==> config.mk <==
export PLATFORM = sky130hd
export DESIGN_NAME = bus_sequencer_n
export DESIGN_NICKNAME = d
export VERILOG_FILES = /design/src/rtl/bus_sequencer_n.sv
export SDC_FILE = /design/constraint.sdc
export NUM_CORES = 1
export LEC_CHECK = 0
export ABC_AREA = 1
export CORE_MARGIN = 2
export CORE_UTILIZATION = 41
export DETAILED_ROUTE_END_ITERATION = 10
export HOLD_SLACK_MARGIN = 0.1
export PLACE_DENSITY = 0.86
export RECOVER_POWER = 50
export SLEW_MARGIN = 20
export SYNTH_ARGS = -nofsm -noshare
export SYNTH_HDL_FRONTEND = slang
export SYNTH_SLANG_ARGS = --single-unit
==> constraint.sdc <==
create_clock -name clock -period 1.8 [get_ports clock]
set_input_delay 0.54 -clock clock [delete_from_list [all_inputs] [get_ports clock]]
set_output_delay 0.54 -clock clock [all_outputs]
set_load 0.02 [all_outputs]
==> src/rtl/bus_sequencer_n.sv <==
// Sequences single-word bus phases (SRC/DST), hands multi-word ops to DMA, services I/O interrupts when idle; ROUND_ROBIN_IRQ_EN rotates IRQ priority.
// Latency 1-2 cycles per transfer; backpressure: instr_ready low outside IDLE, or while busybus blocks a bus-using class.
module bus_sequencer_n #(
  parameter int ADDR_W  = 8,
  parameter int CNT_W   = 6,
  parameter int INSTR_W = 26,
  parameter int NUM_IO  = 2,
  parameter int IO_BASE = 192,
  parameter int IO_SPAN = 32
) (
  input  logic               clock,
  input  logic               reset,
  input  logic               instr_valid,
  output logic               instr_ready,
  input  logic [INSTR_W-1:0] instr,
  input  logic [ADDR_W-1:0]  source,
  input  logic [ADDR_W-1:0]  destination,
  input  logic [ADDR_W-1:0]  irq_base,
  input  logic               busybus,
  input  logic [NUM_IO-1:0]  io_irq,
  output logic [ADDR_W-1:0]  bus_addr,
  output logic               addr_valid,
  output logic [NUM_IO-1:0]  io_write,
  output logic               mem_write,
  output logic [NUM_IO-1:0]  io_ack,
  output logic               grant,
  output logic               dma_valid,
  output logic [INSTR_W-1:0] dma_instr,
  input  logic               dma_accept,
  output logic               addr_err
);

  typedef enum logic [2:0] {S_IDLE, S_SRC, S_DST, S_DMA, S_ALU, S_IRQ} state_t;
  typedef enum logic [3:0] {
    C_NONE, C_R2IO, C_IO2R, C_R2M, C_M2R, C_M2IO, C_IO2M, C_M2M, C_DMA, C_ALU
  } cls_t;

  function automatic logic [31:0] io_idx(input logic [ADDR_W-1:0] a);
    io_idx = (32'(a) - 32'(IO_BASE)) / 32'(IO_SPAN);
  endfunction

  function automatic logic io_hit(input logic [ADDR_W-1:0] a);
    io_hit = (32'(a) >= 32'(IO_BASE)) && (io_idx(a) < 32'(NUM_IO));
  endfunction

  state_t              state_q, state_d;
  logic [ADDR_W-1:0]   src_q, src_d, dst_q, dst_d, irqa_q, irqa_d;
  logic [NUM_IO-1:0]   iow_q, iow_d, ack_q, ack_d;
  logic                mw_src_q, mw_src_d, mw_dst_q, mw_dst_d, two_q, two_d;
  logic                addr_err_q, addr_err_d;
  logic [INSTR_W-1:0]  dinst_q, dinst_d;

  cls_t                cls;
  logic [NUM_IO-1:0]   dst_oh, sel;
  logic                bad, accept, found;

`ifdef ROUND_ROBIN_IRQ_EN
  localparam int PW = (NUM_IO > 1) ? $clog2(NUM_IO) : 1;
  logic [PW-1:0] ptr_q, ptr_d;
  int            sel_idx;
`endif

  always_comb begin
    cls = C_NONE;
    case (instr[25:22])
      4'b0011: cls = C_R2IO;
      4'b0111: cls = C_IO2R;
      4'b0000: cls = C_R2M;
      4'b0100: cls = C_M2R;
      4'b0101: cls = (instr[CNT_W-1:0] == '0) ? C_M2IO : C_DMA;
      4'b0001: cls = (instr[CNT_W-1:0] == '0) ? C_IO2M : C_DMA;
      4'b0110: cls = (instr[CNT_W-1:0] == '0) ? C_M2M  : C_DMA;
      default: cls = instr[25] ? C_ALU : C_NONE;
    endcase
  end

  always_comb begin
    dst_oh = '0;
    for (int k = 0; k < NUM_IO; k++)
      if (io_idx(destination) == 32'(k)) dst_oh[k] = io_hit(destination);
    bad = (((cls == C_R2IO) || (cls == C_M2IO)) && !io_hit(destination)) ||
          (((cls == C_IO2R) || (cls == C_IO2M)) && !io_hit(source));
    instr_ready = !reset && (state_q == S_IDLE) &&
                  (!busybus || (cls == C_ALU) || (cls == C_DMA));
    accept = instr_valid && instr_ready && (cls != C_NONE);
  end

  // Interrupt pick: fixed priority from 0, or rotating from ptr_q.
  always_comb begin
    sel   = '0;
    found = 1'b0;
`ifdef ROUND_ROBIN_IRQ_EN
    sel_idx = 0;
    for (int i = 0; i < NUM_IO; i++) begin
      int k;
      k = (int'(ptr_q) + i) % NUM_IO;
      if (!found && io_irq[k]) begin
        found   = 1'b1;
        sel[k]  = 1'b1;
        sel_idx = k;
      end
    end
`else
    for (int i = 0; i < NUM_IO; i++) begin
      if (!found && io_irq[i]) begin
        found  = 1'b1;
        sel[i] = 1'b1;
      end
    end
`endif
  end

  always_comb begin
    state_d    = state_q;
    src_d      = src_q;
    dst_d      = dst_q;
    irqa_d     = irqa_q;
    iow_d      = iow_q;
    ack_d      = ack_q;
    mw_src_d   = mw_src_q;
    mw_dst_d   = mw_dst_q;
    two_d      = two_q;
    dinst_d    = dinst_q;
    addr_err_d = 1'b0;
`ifdef ROUND_ROBIN_IRQ_EN
    ptr_d      = ptr_q;
`endif
    case (state_q)
      S_IDLE: begin
        if (accept) begin
          case (cls)
            C_ALU: state_d = S_ALU;
            C_DMA: begin
              state_d = S_DMA;
              dinst_d = instr;
            end
            default: begin
              if (bad) begin
                addr_err_d = 1'b1;
              end else begin
                src_d    = source;
                dst_d    = destination;
                iow_d    = ((cls == C_R2IO) || (cls == C_M2IO)) ? dst_oh : '0;
                mw_src_d = (cls == C_IO2M);
                mw_dst_d = (cls == C_R2M) || (cls == C_IO2M) || (cls == C_M2M);
                two_d    = (cls == C_M2IO) || (cls == C_IO2M) || (cls == C_M2M);
                state_d  = ((cls == C_R2IO) || (cls == C_R2M)) ? S_DST : S_SRC;
              end
            end
          endcase
        end else if (found && !busybus) begin
          state_d = S_IRQ;
          ack_d   = sel;
          irqa_d  = irq_base;
`ifdef ROUND_ROBIN_IRQ_EN
          ptr_d   = PW'((sel_idx + 1) % NUM_IO);
`endif
        end
      end
      S_SRC:   state_d = two_q ? S_DST : S_IDLE;
      S_DMA:   if (dma_accept) state_d = S_IDLE;
      default: state_d = S_IDLE;
    endcase
  end

  always_comb begin
    bus_addr   = '0;
    addr_valid = 1'b0;
    io_write   = '0;
    mem_write  = 1'b0;
    io_ack     = '0;
    grant      = 1'b0;
    dma_valid  = 1'b0;
    dma_instr  = '0;
    addr_err   = addr_err_q;
    case (state_q)
      S_SRC: begin
        bus_addr   = src_q;
        addr_valid = 1'b1;
        io_write   = iow_q;
        mem_write  = mw_src_q;
      end
      S_DST: begin
        bus_addr   = dst_q;
        addr_valid = 1'b1;
        io_write   = iow_q;
        mem_write  = mw_dst_q;
      end
      S_IRQ: begin
        bus_addr   = irqa_q;
        addr_valid = 1'b1;
        mem_write  = 1'b1;
        io_ack     = ack_q;
      end
      S_DMA: begin
        grant     = 1'b1;
        dma_valid = 1'b1;
        dma_instr = dinst_q;
      end
      S_ALU:   grant = 1'b1;
      default: ;
    endcase
  end

  always_ff @(posedge clock) begin
    if (reset) begin
      state_q    <= S_IDLE;
      src_q      <= '0;
      dst_q      <= '0;
      irqa_q     <= '0;
      iow_q      <= '0;
      ack_q      <= '0;
      mw_src_q   <= 1'b0;
      mw_dst_q   <= 1'b0;
      two_q      <= 1'b0;
      dinst_q    <= '0;
      addr_err_q <= 1'b0;
`ifdef ROUND_ROBIN_IRQ_EN
      ptr_q      <= '0;
`endif
    end else begin
      state_q    <= state_d;
      src_q      <= src_d;
      dst_q      <= dst_d;
      irqa_q     <= irqa_d;
      iow_q      <= iow_d;
      ack_q      <= ack_d;
      mw_src_q   <= mw_src_d;
      mw_dst_q   <= mw_dst_d;
      two_q      <= two_d;
      dinst_q    <= dinst_d;
      addr_err_q <= addr_err_d;
`ifdef ROUND_ROBIN_IRQ_EN
      ptr_q      <= ptr_d;
`endif
    end
  end

endmodule
# Word-level counts from Yosys, hierarchy flattened
# Cells that the tools add are included.
[word_totals]
register_bits = 61
input_bits = 57
out_inout_bits = 44
elab_cells = 111
[classes]
add_sub_neg = 2
n_lt_le_gt_ge = 4
n_eq_ne = 23
mux = 28
bitwise = 4
n_reduce_logical = 39
[op_table]
columns = ["cell", "n"]
rows = [
  ["< comparator 27 x 2 -> 1 bit (second input constant)", 2],
  ["zero test 32 bit", 1],
  ["equality test 4 x 3 -> 1 bit (second input constant)", 7],
  ["case mux 4 bit (7 select lines)", 1],
  ["equality test 27 x 1 -> 1 bit (second input constant)", 1],
  ["two-way mux 26 bit", 1],
  ["case mux 8 bit (3 select lines)", 1],
  ["subtractor 8 x 8 -> 9 bit (second input constant)", 2],
  ["greater-or-equal comparator 8 bit (second input constant)", 2],
  ["two-way mux 4 bit", 4],
  ["equality test 4 x 2 -> 1 bit (second input constant)", 3],
  ["two-way mux 3 bit", 4],
  ["logical AND 1 bit", 10],
  ["logical OR 1 bit", 10],
  ["two-way mux 2 bit", 5],
  ["two-way mux 1 bit", 9],
  ["case mux 3 bit (3 select lines)", 1],
  ["AND reduction 3 bit", 3],
  ["equality test 4 x 1 -> 1 bit (second input constant)", 2],
  ["equality test 4 bit (second input constant)", 2],
  ["equality test 3 x 2 -> 1 bit (second input constant)", 2],
  ["equality test 3 bit (second input constant)", 2],
  ["zero test 6 bit", 1],
  ["case mux 3 bit (2 select lines)", 1],
  ["14 further kinds", 23],
]

# Logic depth before layout (Yosys ltp)
[depth]
word_depth = 11
ltp_mapped = 15
ltp_nobuf = 14

# Worst setup path after synthesis
# No wires, ideal clock.
[synth_path]
kind = "register -> output"
start = "register state_q[1]"
end = "output port dma_instr[10]"
arrival_ns = 1.858
required_time_ns = 1.260
slack_ns = -0.598
path_stages_with_launch = 6
path_buffers = 1
cell_sequence = "dfxtp_1 -> inv_1 -> nor3_1 -> clkinv_1 -> clkbuf_1 -> nor2_1"
[synth_between]
elab_chain_cells = 2
[synth_rtl]
columns = ["item", "line_no", "source"]
rows = [
  ["start: declaration", "46", "state_t state_q, state_d;"],
  ["start signal: assignment", "222", "state_q <= state_d;"],
  ["equality test 3 x 2 -> 1 bit", "176", "case (state_q)"],
  ["two-way mux 26 bit", "176", ""],
  ["end: declaration", "28", "output logic [INSTR_W-1:0] dma_instr,"],
]
# Every way passes these cells.

# Worst setup path after layout
[layout_path]
start = "input port instr[25]"
end = "register dinst_q[0]"
[layout_between]
elab_chain_cells = 9
elab_cells_between_ends = 18
classes_between = "eq/ne: 8; mux: 2; reduce/logical: 8"
[layout_rtl]
columns = ["item", "line_no", "source"]
rows = [
  ["start: declaration", "15", "input logic [INSTR_W-1:0] instr,"],
  ["equality test 4 x 3 -> 1 bit, or another cell as far along", "65", "case (instr[25:22])"],
  ["case mux 4 bit (7 select lines) *", "65", ""],
  ["equality test 4 bit", "84", "(!busybus || (cls == C_ALU) || (cls == C_DMA));"],
  ["logical OR 1 bit (2 in series)", "84", ""],
  ["logical AND 1 bit", "83", "instr_ready = !reset && (state_q == S_IDLE) &&"],
  ["logical AND 1 bit (2 in series)", "85", "accept = instr_valid && instr_ready && (cls != C_NONE);"],
  ["AND reduction 3 bit (no source line) *", "--", ""],
  ["end signal: assignment", "231", "dinst_q <= dinst_d;"],
  ["end: declaration", "51", "logic [INSTR_W-1:0] dinst_q, dinst_d;"],
]
# Every way passes the cells marked *; elsewhere a longest branch is shown, timed or not.
# A chain may end at the register's enable or synchronous reset.

==> impl_metrics.ini <==
[grt]
grt_pass1_vias = 3890
antenna_found_initial = 0
track_usage_pct = 30.7
grt_max_degree = 55
grt_pass1_wl_um = 18400
overflow = 0

[logic_synthesis]
syn_avg_cell_area_um2 = 6.79
synth.cell_area_um2 = 2960
yosys.area_share.simple_pct = 33.4
synth-async-reset-ratio_pct = 0
synthMuxAreaShare_pct = 0
yosysUniqueCellTypes = 30
synth_top_area_share_pct = 41.3
synth_top_cell_by_area = dfxtp_1
synth-adder-area-share_pct = 0
ys_seq_elements = 61
synth_xor_area_share_pct = 0
synth_compound_area_share_pct = 14.3
synth_flop_cell = dfxtp_1
synth_most_common_cell = nand2_1
synth_top_family_by_area = simple AND/OR/NAND/NOR gates
synth_warnings = 0
syn_nets = 492
synthCells = 435
yosysSeqAreaShare_pct = 41.3
synth_commonest_cells = nand2_1 (113), dfxtp_1 (61), nor2_1 (51)
synthTopCellsByArea = dfxtp_1 (41%), nand2_1 (14%), a21oi_1 (8.0%)
synth-edff-count = 0

[sta]
grt_setup_unrepaired = true
worstMarginPinSlew_ns = 0.874
slew_headroom_pct = 41.7
hold_ws_ns = 0.474
timing.final.max_slew_violations = 0
fin_worst_skew_ns = 0.00936
finalSetupViolations = 104
tns_ns = -31.42
final.period_utilization_pct = 124
fmax_ghz = 0.449
setup_slack_ns = -0.430
min_period_ns = 2.23
finalHoldViolCount = 0

[clock_tree]
tritoncts = done
clkLatencyLatePin_ns = 0.35
cts_made_buffers = 9
ctsRootBufferMaster = clkbuf_8
clockBufferDepth = 2
htree_levels = 3
clock_sink_count = 61
holdBufCountCts = 0
clkTransAtPathRegs_ns = 0.07

[worst_hold_path]
hold_depth = 2
hold_class = flop to flop

[power_and_ir_drop]
clockPowerShare_pct = 22.9
seq_power_share_pct = 28.8
intPower_uw = 3300
max-vdd-ir-drop_mv = 0.604
p_sw_share_pct = 39.8
p_sw_uw = 2180
pwr-share-comb_pct = 48.3
power_density_nw_per_um2 = 890
p_leak_uw = 0.00229

[layout]
multi_input_area_um2 = 2490
num-fill-cells = 245
area_growth_syn_to_layout_pct = 109
drive_above_1_share_pct = 59.3
final_nets = 665
post-route-util_pct = 89.7
n_antenna_cell = 0
finalNonFillerCells = 706
seq_area_um2 = 1230

[worst_setup_path]
r2r_cells = 13
cp.required_ns = 2.04
worst_path_max_delay_cell = nand4_1
endpoint_kind = flop
critPathMaxStageDelay_ns = 0.28
crit_path_cell_trace = buf_8 > inv_2 > buf_4 > nand4_1 > nand2_1 > inv_1 > nand3_4 > clkinv_8 > buf_12 > buf_12 > nand2_8 > nand2_4 > a21oi_2
cp_common_cell = buf_12
crit_fanout = 7
crit_path_start_kind = input port
worstPathArrival_ns = 2.47
critPathKind = input port to flop

[place]
gp_congestion = 0.851
io_buffer_count = 100
dp.cells = 657
dp_hpwl_um = 6430
dp_slack_ns = -1.08

[floorplan]
initial_core_util_pct = 43.0
die-area_um2 = 7900
core.rowCount = 30
die_w_um = 88.9
die_h_um = 88.9
ios = 101
core-area_um2 = 6870

[drt]
ant_nets = 0
drcViolationCount = 0
routedWlPerCell_um = 24.9
drt_pass1_iterations = 5
vias = 4257
finalWirelength_um = 17600
vias_per_cell = 6.03
drt_iter0_markers = 470

[run_status]
outcome = finished with violations
violations = setup timing

[flow_run]
cap_violations = 0
-- layout make-up --
| cell class | instances | share of cell area, % |
|---|---|---|
| flip-flops and latches | 61 | 19.9 |
| repair buffers | 177 | 30.8 |
| inverters | 56 | 3.98 |
| clock buffers | 11 | 2.46 |
| well taps | 96 | 1.95 |
| clock inverters | 2 | 0.568 |
| multi-input cells | 303 | 40.3 |
-- routing by layer --
metal	vias to the layer above	GRT usage [%]	share of wire, %
met3	144	6.74	12
met1	1974	31.6	33
met4	2	20.8	7.9
met2	406	55.4	46
met5	-	0	0.23
li1	1731	-	-
-- power groups by stage --
stage	Sequential (µW)	Clock (µW)	Combinational [µW]
floorplan	1540	0	758
global placement	1550	0	1380
detailed placement	1550	0	1410
CTS	1530	1200	1950
global route	1580	1300	2700
finish	1580	1260	2650
-- flip-flops by register name (all words and copies together), names as in the netlist, 2 cells and up --
signal	count
irqa_q	8
iow_q	2
dinst_q	26
dst_q	8
src_q	8
state_q	3
ack_q	2
-- final timing paths --
check	from	endpoint	slack [ns]
setup / recovery	instr[25]	dinst_q[0]	-0.43
hold / removal	src_q[6]	src_q[6]	0.47
setup reg to reg	state_q[0]	state_q[1]	-0.33
hold reg to reg	src_q[6]	src_q[6]	0.47
-- cell families (layout without fill, tap and decap cells) --
| family | after synthesis | after routing |
|---|---|---|
| buffers and inverters | 75 | 246 |
| AND/OR/NAND/NOR | 225 | 229 |
| AO/OA/AOI/OAI | 74 | 74 |
| flip-flops | 61 | 61 |
-- worst max-delay path, delay by kind of cell --
family | cells | cell delay (ns)
AO/OA/AOI/OAI | 1 | 0.28
buffers and inverters | 7 | 0.84
AND/OR/NAND/NOR | 5 | 0.80
-- cells in the final DEF, fill, tap and decap left out, types with 2 or more instances in the layout --
cell type and count:
dfxtp_1 58, nand2_1 53, buf_4 52, buf_6 51, a21oi_2 46, clkdlybuf4s50_1 44
inv_1 41, nor2_4 37, nand2_2 35, nand2_4 35, nand3_1 17, nor2_2 11
clkbuf_8 11, inv_2 10, nand3_4 10, buf_12 9, nor2_1 8, a21oi_1 7
nand3_2 6, o21ai_2 6, buf_16 6, a22oi_1 5, nand2_8 5, buf_2 5
nand4_1 4, a22oi_2 3, clkbuf_2 3, buf_8 3, nor3_2 2, inv_8 2
nand3b_1 2, o21ai_0 2, clkbuf_16 2, dfxtp_2 2
-- metrics by stage --
stage | instance area, µm² | total power, µW
2_1_floorplan | 3140 | 2300
3_3_place_gp | 4520 | 2930
3_5_place_dp | 4520 | 2960
4_1_cts | 5380 | 4690
5_1_grt | 6160 | 5580
6_report | 6160 | 5480
-- what timing repair did --
action | in CTS | in global routing
endpoints found under the setup margin | 104 | 105
pin swaps | 24 | 55
cloned | 10 | 3
setup buffers | 24 | 4
gates resized for setup | 369 | 202
Power figures use the tool's default switching activity.
